**src/rtl/seq_det_pkg.sv**
```systemverilog
// Shared constants and config types for the ASCII sequence detector.
// lane_cfg_t describes one lane's programming at the default geometry.
package seq_det_pkg;

    localparam int DEF_CHAR_W  = 8;
    localparam int DEF_MAX_LEN = 8;
    localparam int DEF_NUM_PAT = 4;
    localparam int DEF_CNT_W   = 8;
    localparam int DEF_LEN_W   = $clog2(DEF_MAX_LEN + 1);

    localparam logic [DEF_CHAR_W-1:0] CH_A = 8'h41;
    localparam logic [DEF_CHAR_W-1:0] CH_B = 8'h42;
    localparam logic [DEF_CHAR_W-1:0] CH_K = 8'h4B;
    localparam logic [DEF_CHAR_W-1:0] CH_M = 8'h4D;
    localparam logic [DEF_CHAR_W-1:0] CH_N = 8'h4E;
    localparam logic [DEF_CHAR_W-1:0] CH_Z = 8'h5A;

    typedef struct packed {
        logic [DEF_MAX_LEN-1:0][DEF_CHAR_W-1:0] pat;
        logic [DEF_LEN_W-1:0]                   len;
        logic                                   en;
    } lane_cfg_t;

endpackage

```
**src/rtl/seq_match_lane.sv**
```systemverilog
// One pattern lane: holds its config, compares the shared history plus the
// incoming char against its pattern, and keeps hit, sticky and counter state.
module seq_match_lane #(
    parameter int CHAR_W  = 8,
    parameter int MAX_LEN = 8,
    parameter int CNT_W   = 8,
    parameter int LEN_W   = 4
) (
    input  logic                             clk,
    input  logic                             rst,
    input  logic                             in_valid,
    input  logic [CHAR_W-1:0]                in_char,
    input  logic [MAX_LEN-2:0][CHAR_W-1:0]   hist,
    input  logic [LEN_W-1:0]                 fill,
    input  logic                             cfg_we,
    input  logic [MAX_LEN*CHAR_W-1:0]        cfg_pat,
    input  logic [LEN_W-1:0]                 cfg_len,
    input  logic                             cfg_en,
    input  logic                             clr_sticky,
    output logic                             hit,
    output logic                             sticky,
    output logic [CNT_W-1:0]                 cnt
);

    logic [MAX_LEN-1:0][CHAR_W-1:0] pat;
    logic [LEN_W-1:0]               len;
    logic                           en;
    logic                           match;

    // Last pattern char meets in_char; pat[len-2-i] meets hist[i] for the rest.
    always_comb begin
        match = in_valid && en && (len != '0) && (int'(len) <= MAX_LEN)
                && (int'(fill) + 1 >= int'(len));
        for (int j = 0; j < MAX_LEN; j++)
            if (j == int'(len) - 1 && pat[j] != in_char)
                match = 1'b0;
        for (int i = 0; i < MAX_LEN - 1; i++)
            for (int j = 0; j < MAX_LEN - 1; j++)
                if (i + j == int'(len) - 2 && hist[i] != pat[j])
                    match = 1'b0;
    end

    always_ff @(posedge clk) begin
        if (rst) begin
            pat <= '0;
            len <= '0;
            en  <= 1'b0;
        end else if (cfg_we) begin
            pat <= cfg_pat;
            len <= cfg_len;
            en  <= cfg_en;
        end
    end

    // The hit from the old config still fires on a config-write edge,
    // but the write's clear beats the sticky set and the counter increment.
    always_ff @(posedge clk) begin
        if (rst) begin
            hit    <= 1'b0;
            sticky <= 1'b0;
            cnt    <= '0;
        end else begin
            hit <= match;
            if (cfg_we) begin
                sticky <= 1'b0;
                cnt    <= '0;
            end else begin
                if (match)
                    sticky <= 1'b1;
                else if (clr_sticky)
                    sticky <= 1'b0;
                if (match && cnt != '1)
                    cnt <= cnt + 1'b1;
            end
        end
    end

endmodule

```
**src/rtl/ascii_seq_detector.sv**
```systemverilog
// Matches an ASCII char stream against NUM_PAT programmable patterns in
// parallel; owns the shared history/fill registers and the hit_any OR.
module ascii_seq_detector
    import seq_det_pkg::*;
#(
    parameter int  CHAR_W  = DEF_CHAR_W,
    parameter int  MAX_LEN = DEF_MAX_LEN,
    parameter int  NUM_PAT = DEF_NUM_PAT,
    parameter int  CNT_W   = DEF_CNT_W,
    localparam int IDX_W   = (NUM_PAT > 1) ? $clog2(NUM_PAT) : 1,
    localparam int LEN_W   = $clog2(MAX_LEN + 1)
) (
    input  logic                       clk,
    input  logic                       rst,
    input  logic                       in_valid,
    input  logic [CHAR_W-1:0]          in_char,
    input  logic                       cfg_we,
    input  logic [IDX_W-1:0]           cfg_idx,
    input  logic [MAX_LEN*CHAR_W-1:0]  cfg_pat,
    input  logic [LEN_W-1:0]           cfg_len,
    input  logic                       cfg_en,
    input  logic                       clr_sticky,
    output logic [NUM_PAT-1:0]         hit,
    output logic [NUM_PAT-1:0]         hit_sticky,
    output logic                       hit_any,
    output logic [NUM_PAT*CNT_W-1:0]   hit_cnt
);

    logic [MAX_LEN-2:0][CHAR_W-1:0] hist;
    logic [LEN_W-1:0]               fill;

    always_ff @(posedge clk) begin
        if (rst) begin
            hist <= '0;
            fill <= '0;
        end else if (in_valid) begin
            hist[0] <= in_char;
            for (int i = 1; i < MAX_LEN - 1; i++)
                hist[i] <= hist[i-1];
            if (fill != LEN_W'(MAX_LEN))
                fill <= fill + 1'b1;
        end
    end

    for (genvar k = 0; k < NUM_PAT; k++) begin : g_lane
        seq_match_lane #(
            .CHAR_W  (CHAR_W),
            .MAX_LEN (MAX_LEN),
            .CNT_W   (CNT_W),
            .LEN_W   (LEN_W)
        ) u_lane (
            .clk        (clk),
            .rst        (rst),
            .in_valid   (in_valid),
            .in_char    (in_char),
            .hist       (hist),
            .fill       (fill),
            .cfg_we     (cfg_we && (cfg_idx == IDX_W'(k))),
            .cfg_pat    (cfg_pat),
            .cfg_len    (cfg_len),
            .cfg_en     (cfg_en),
            .clr_sticky (clr_sticky),
            .hit        (hit[k]),
            .sticky     (hit_sticky[k]),
            .cnt        (hit_cnt[k*CNT_W +: CNT_W])
        );
    end

    assign hit_any = |hit;

endmodule
```
**config.mk**
```make
export PLATFORM = sky130hd
export DESIGN_NAME = ascii_seq_detector
export DESIGN_NICKNAME = d
export VERILOG_FILES = /design/src/rtl/seq_det_pkg.sv /design/src/rtl/seq_match_lane.sv /design/src/rtl/ascii_seq_detector.sv
export SDC_FILE = /design/constraint.sdc
export NUM_CORES = 2
export LEC_CHECK = 0
export ABC_AREA = 1
export CAP_MARGIN = 0
export CELL_PAD_IN_SITES_DETAIL_PLACEMENT = 1
export CELL_PAD_IN_SITES_GLOBAL_PLACEMENT = 1
export CORE_UTILIZATION = 30
export DETAILED_ROUTE_END_ITERATION = 12
export GPL_TIMING_DRIVEN = 1
export PLACE_DENSITY_LB_ADDON = 0.1
export RECOVER_POWER = 25
export SETUP_SLACK_MARGIN = 0.02
export SYNTH_ARGS = -nofsm -noshare
export SYNTH_HDL_FRONTEND = slang
export SYNTH_SLANG_ARGS = --single-unit
```
**constraint.sdc**
```tcl
create_clock -name clk -period 4.76 [get_ports clk]
set_input_delay 0.952 -clock clk [delete_from_list [all_inputs] [get_ports clk]]
set_output_delay 0.952 -clock clk [all_outputs]
set_load 0.02 [all_outputs]
```
== Word level (Yosys, flattened, before mapping) ==
Cells that the tools add are included.
Storage, ports and cells
  flip-flop bits (word level): 376
  bits in latches: 0
  RAM bits: 0
  bits in read-only memories: 0
  logic and storage cells: 902
  memories kept: 0
Cells by class
  add/sub/neg operators: 14
  multipliers: 0
  div/mod/pow operators: 0
  $lt $le $gt $ge: 8
  equal/unequal tests: 312
  shift-type cells: 0
  muxes and demuxes: 233
  bitwise logic cells: 0
  reductions and logical operators: 275
Operators with widths (number)
  $ne 8x8->1: 228
  $eq 4x32->1 const A: 32
  $eq 5x32->1 const A: 20
  $eq 3x32->1 const A: 16
  $eq 2x32->1 const A: 8
  $logic_not 32->1: 8
  $logic_and 1x1->1: 252
  $mux 1: 233
  $ge 32x5->1: 4
  $add 8x1->8 const B: 4
  $ne 8x8->1 const B: 4
  $sub 4x1->5 const B: 4
  $sub 4x2->5 const B: 4
  $le 4x4->1 const B: 4
  $reduce_bool 4->1: 4
  $reduce_bool 2->1: 4
  $reduce_or 2->1: 4
  $add 4x1->5 const B: 1
  $add 4x1->4 const B: 1
  $eq 2x2->1 const B: 2
  $ne 4x4->1 const B: 1
  $reduce_or 4->1: 1
  $eq 2x1->1 const B: 1
  $logic_not 2->1: 1
  $reduce_and 2->1: 1

== Logic depth before layout (Yosys ltp) ==
  depth after elaboration: 62
  depth in mapped cells: 19

== Cells and area by module ==
From an unflattened synthesis, not the netlist that was laid out.
Unflattened totals
  cells, all modules: 7803
  area, all modules: 45806.4 um^2
Modules (own cells, without submodules)
  seq_match_lane at g_lane[0].u_lane ...: instances 3, cells each 1827, area an instance 10602.7 um^2, sequential area each 1581.5 um^2
  seq_match_lane at g_lane[2].u_lane: instances 1, cells each 2037, area an instance 11680.0 um^2, sequential area each 1581.5 um^2
  ascii_seq_detector: instances 1, cells each 285, area an instance 2318.5 um^2, sequential area each 1201.2 um^2

== Worst setup path after synthesis ==
OpenSTA, ideal clock, no wires.
  path kind: input to register
  start: input in_char[4]
  end: register g_lane[2].u_lane.cnt[0]
  arrival: 2406 ps
  required time: 4636 ps
  slack: 2230 ps
  stages: 13
  buffers on the path: 2
  path through: buf_2 buf_2 xor2_1 nor3_1 nand2_1 nand2_1 nand3_1 nand2_1 nand2_1 nor2_2 nand3_1 nand2_1 a21oi_1
On the way
  longest elaborated chain between the ends: 60
RTL lines
  start, declared: line ascii_seq_detector.sv:16  | input logic [CHAR_W-1:0] in_char,
  $ne 8x8->1: line seq_match_lane.sv:35  | if (j == int'(len) - 1 && pat[j] != in_char)
  $logic_and 1x1->1: line seq_match_lane.sv:35
  $mux 1 (7 in a row): line seq_match_lane.sv:35
  $mux 1 (*): line seq_match_lane.sv:35
  $mux 1 (*) (49 in a row): line seq_match_lane.sv:39  | if (i + j == int'(len) - 2 && hist[i] != pat[j])
  $logic_and 1x1->1 (*): line seq_match_lane.sv:72  | if (match && cnt != '1)
  end signal, assigned: line seq_match_lane.sv:73  | cnt <= cnt + 1'b1;
  end, declared: line seq_match_lane.sv:22  | output logic [CNT_W-1:0] cnt
Mark *: on every way between the ends. The rest lies on a longest branch, timed or not.
A chain may end at the register's enable or synchronous reset.

== Final worst setup path ==
  start: input cfg_idx[1]
  end: register g_lane[2].u_lane.cnt[6]
On the way
  longest elaborated chain between the ends: 3
RTL lines
  start, declared: line ascii_seq_detector.sv:18  | input logic [IDX_W-1:0] cfg_idx,
  $eq 2x2->1: line ascii_seq_detector.sv:58  | .cfg_we (cfg_we && (cfg_idx == IDX_W'(k))),
  $logic_and 1x1->1: line ascii_seq_detector.sv:58
  $reduce_or 2->1 (no line)
No other way between the ends.

==> key figures <==
Clock network
  – CTS max path bufs: 3
  – Worst-path clk slew: 0.07 ns
  – H-Tree Level Count: 2
  – Total clock sinks: 376
  – Total CTS buffers: 55
  – CTS tree: done
  – Setup bufs post-CTS: 0
  – Hold-fix buffers at CTS: 0
  – Skew-Pair Late Insertion Delay: 0.73 ns
  – Root Buffer: clkbuf_16
  – # resized after CTS: 0

Synth
  – Syn avg cell area: 5.82 sq um
  – Post-synthesis async set-or-reset flop share: 0%
  – Synthesis Warnings: 0
  – Primary FF master, synth: dfxtp_1
  – Cells after Synth: 7453
  – Syn_nets: 7567
  – Seq cells post-synth: 376
  – Cell Area, Synth: 43400 sq um
  – Synth cell types: 40
  – Sequential fraction of the synthesis area: 17.3%
  – Post-synth EDFFs: 0

Setup path
  – Worst path max stage delay: 1.17 ns
  – Crit-path cells: dlygate4sd3_1 -> nand3_1 -> clkbuf_1 -> nand2_1 -> inv_1 -> nand2_1 -> nor2_1
  – CP max FO: 29
  – WP data required: 5.40 ns
  – Critical path's top delay family: buffers and inverters
  – Crit path arrival time: 4.70 ns
  – Kind of critical path: in -> reg
  – CP Capture Type: flip-flop
  – Startpoint types: input pin
  – CP Buf/Inv Count: 3
  – Most frequent CP cell: nand2_1
  – Worst path slowest cell: clkbuf_1

STA
  – Worst-Margin Slew: 2.27 ns
  – TNS Setup: 0 ns
  – Worst rel slew slack: -51.7%
  – Final-report setup violation count: 0
  – Max Fclk: 247 MHz
  – Unrepaired setup endpoints after global routing: no
  – Clock period minus worst slack: 4.06 ns
  – Worst setup margin: 0.704 ns
  – Slew Viols, Final: 191
  – Final cycle utilization of the critical path: 85.2%
  – Final hold vios: 0
  – Worst Clk Skew: 0.0272 ns

Floorplanning
  – Overall die width: 382 um
  – CORE AREA: 144000 sq um
  – Die ar.: 146000 sq um
  – Top-Level Pins: 125
  – Starting Density: 30.2%
  – Rows: 139
  – Die height: 382 um

Finish
  – Layout area overhead: 8.47%
  – Cell area after layout: 47100 sq um
  – Ratio of cells with drive above 1 in the final layout: 5.15%
  – Core Util, Final: 32.8%
  – # nets final: 7315

Global routing
  – First-pass GRT wire length: 418 mm
  – Initial antenna violation count: 27
  – Vias in the first global route: 47800
  – Total gr overflow: 0
  – Largest net degree at the start of global routing: 103
  – All-Layer GR Usage: 41.3%

Power and ir drop
  – P per Cell Area: 306 nW/um^2
  – Leak pwr: 19.4 nW
  – Max VDD drop: 360 uV
  – Total power: 14.4 mW

Status
  – Failing checks: design-rule violations, max-capacitance violations, max-slew violations
  – Run status: complete, but fails checks

Place
  – Area after DPL: 45100 sq um
  – DP HPWL: 231 mm
  – Input/output buffers: 124
  – Setup WS pre-CTS: 0.792 ns
  – Gpl congestion: 1.03

Detailed routing
  – Via count: 51700
  – ANT nets after route: 0
  – DR iter-0 viols: 6841
  – WL final: 311 mm
  – Via-to-Cell Ratio: 5.64
  – Avg WL per Cell: 34.0 um
  – DRT Pass-1 Iters: 10
  – DRC: 20

Flow run
  – Max_cap viols: 4

Worst hold path
  – Hold WC Path Type: reg -> reg
flip-flops by register name (all words and copies together) (netlist names):
register              count
g_lane.u_lane.sticky      4
hist                     56
fill                      4
g_lane.u_lane.hit         4
g_lane.u_lane.len        16
g_lane.u_lane.pat       256
g_lane.u_lane.en          4
g_lane.u_lane.cnt        32
worst register-to-register path: stages (launching register included):
cell     delay (ns)
dfxtp_2        0.76
buf_4          0.56
xnor2_1        0.19
nand2_1        0.07
nor2_1         0.54
nand2_1        0.25
nand2_1        0.17
nand2_1        0.06
nor2_1         0.11
nand2_1        0.07
nor2_1         0.10
nand2_1        0.05
nor2_1         0.16
nand3_1        0.33
nand2_1        0.16
a21oi_1        0.07
where the power goes:
part / switching, mW / internal [mW]
Combinational: 3.97 / 1.68
Clock: 2.00 / 2.80
Sequential: 0.633 / 3.31
layout make-up:
| class | count | area (sq um) |
|---|---|---|
| Timing Repair Buffer | 288 | 2530 |
| Tap cell | 1903 | 2380 |
| Antenna cell | 9 | 22.5 |
| Multi-Input combinational cell | 6127 | 31200 |
| Clock inverter | 28 | 447 |
| Clock buffer | 75 | 1560 |
| Inverter | 353 | 1330 |
| Fill cell | 19000 | 96600 |
| Sequential cell | 376 | 7610 |
routing by layer:
layer  vias to the layer above  global-route usage, %  wire [um]
met3                       532                   10.6      36500
met5                         -                      0        126
met4                        20                   19.3      16600
li1                      22500                      -          -
met2                      3032                   57.0     122000
met1                     25500                   58.7     136000
logic make-up (layout without fill, tap and decap cells):
family,after synthesis,after routing,synth area share [%]
xor+xnor,1176,1176,23.9
other cells,0,9,0
fa+ha+maj,30,30,0.865
buf+inv,950,744,10.8
compound gates,701,701,8.17
simple gates,4220,4220,38.9
flops,376,376,17.3
final timing paths:
check | startpoint | endpoint | slack [ns] | cells after the start
setup reg to reg | hist[11] | g_lane[3].u_lane.cnt[7] | 0.97 | 15
setup / recovery | cfg_idx[1] | g_lane[2].u_lane.cnt[6] | 0.70 | 7
hold / removal | g_lane[2].u_lane.pat[56] | g_lane[2].u_lane.pat[56] | 0.46 | 2
hold reg to reg | g_lane[2].u_lane.pat[56] | g_lane[2].u_lane.pat[56] | 0.46 | 2
cells in the mapped netlist (all sizes together), types with 2 or more instances:
master | n | share of area [%]
o2111ai | 2 | 0.040
nor3 | 17 | 0.20
o21bai | 3 | 0.052
nand3 | 172 | 2.0
o211ai | 2 | 0.035
a211oi | 2 | 0.035
or2 | 12 | 0.17
a31oi | 3 | 0.043
o21ai | 339 | 3.9
nor2 | 809 | 7.1
nand3b | 2 | 0.035
inv | 346 | 3.0
clkbuf | 124 | 1.1
and2 | 4 | 0.058
a21oi | 347 | 4.0
nand2 | 2931 | 25
buf | 473 | 6.7
xnor2 | 1093 | 22
nand4 | 271 | 3.9
xor2 | 83 | 1.7
dfxtp | 376 | 17
ha | 30 | 0.86
clkinv | 7 | 0.061
cells in the final DEF (no fill, tap or decap), types with 4 or more instances in the layout:
master,count
inv_2,19
ha_1,30
nand4_1,271
dfxtp_1,320
clkinv_2,12
nor3_1,17
nor2_1,798
buf_2,8
nand3_1,168
nor2_2,6
clkdlybuf4s50_1,113
xnor2_2,10
xnor2_1,1083
clkbuf_1,17
nor2_4,5
or2_2,11
diode_2,9
bufinv_16,9
a21oi_1,347
clkinv_1,6
clkbuf_16,55
nand2_1,2930
o21ai_0,339
dfxtp_2,51
dfxtp_4,5
inv_1,326
clkbuf_8,11
buf_4,145
buf_12,11
xor2_1,83
and2_1,4
through the flow:
| stage | instances | hold slack, ns |
|---|---|---|
| after floorplan | 7453 | 0.431 |
| after global placement | 9047 | 0.450 |
| after detailed placement | 9047 | 0.453 |
| after CTS | 9150 | 0.462 |
| after global routing | 9155 | 0.492 |
| final | 9159 | 0.464 |
No activity file was read; power rests on OpenSTA's default activity.
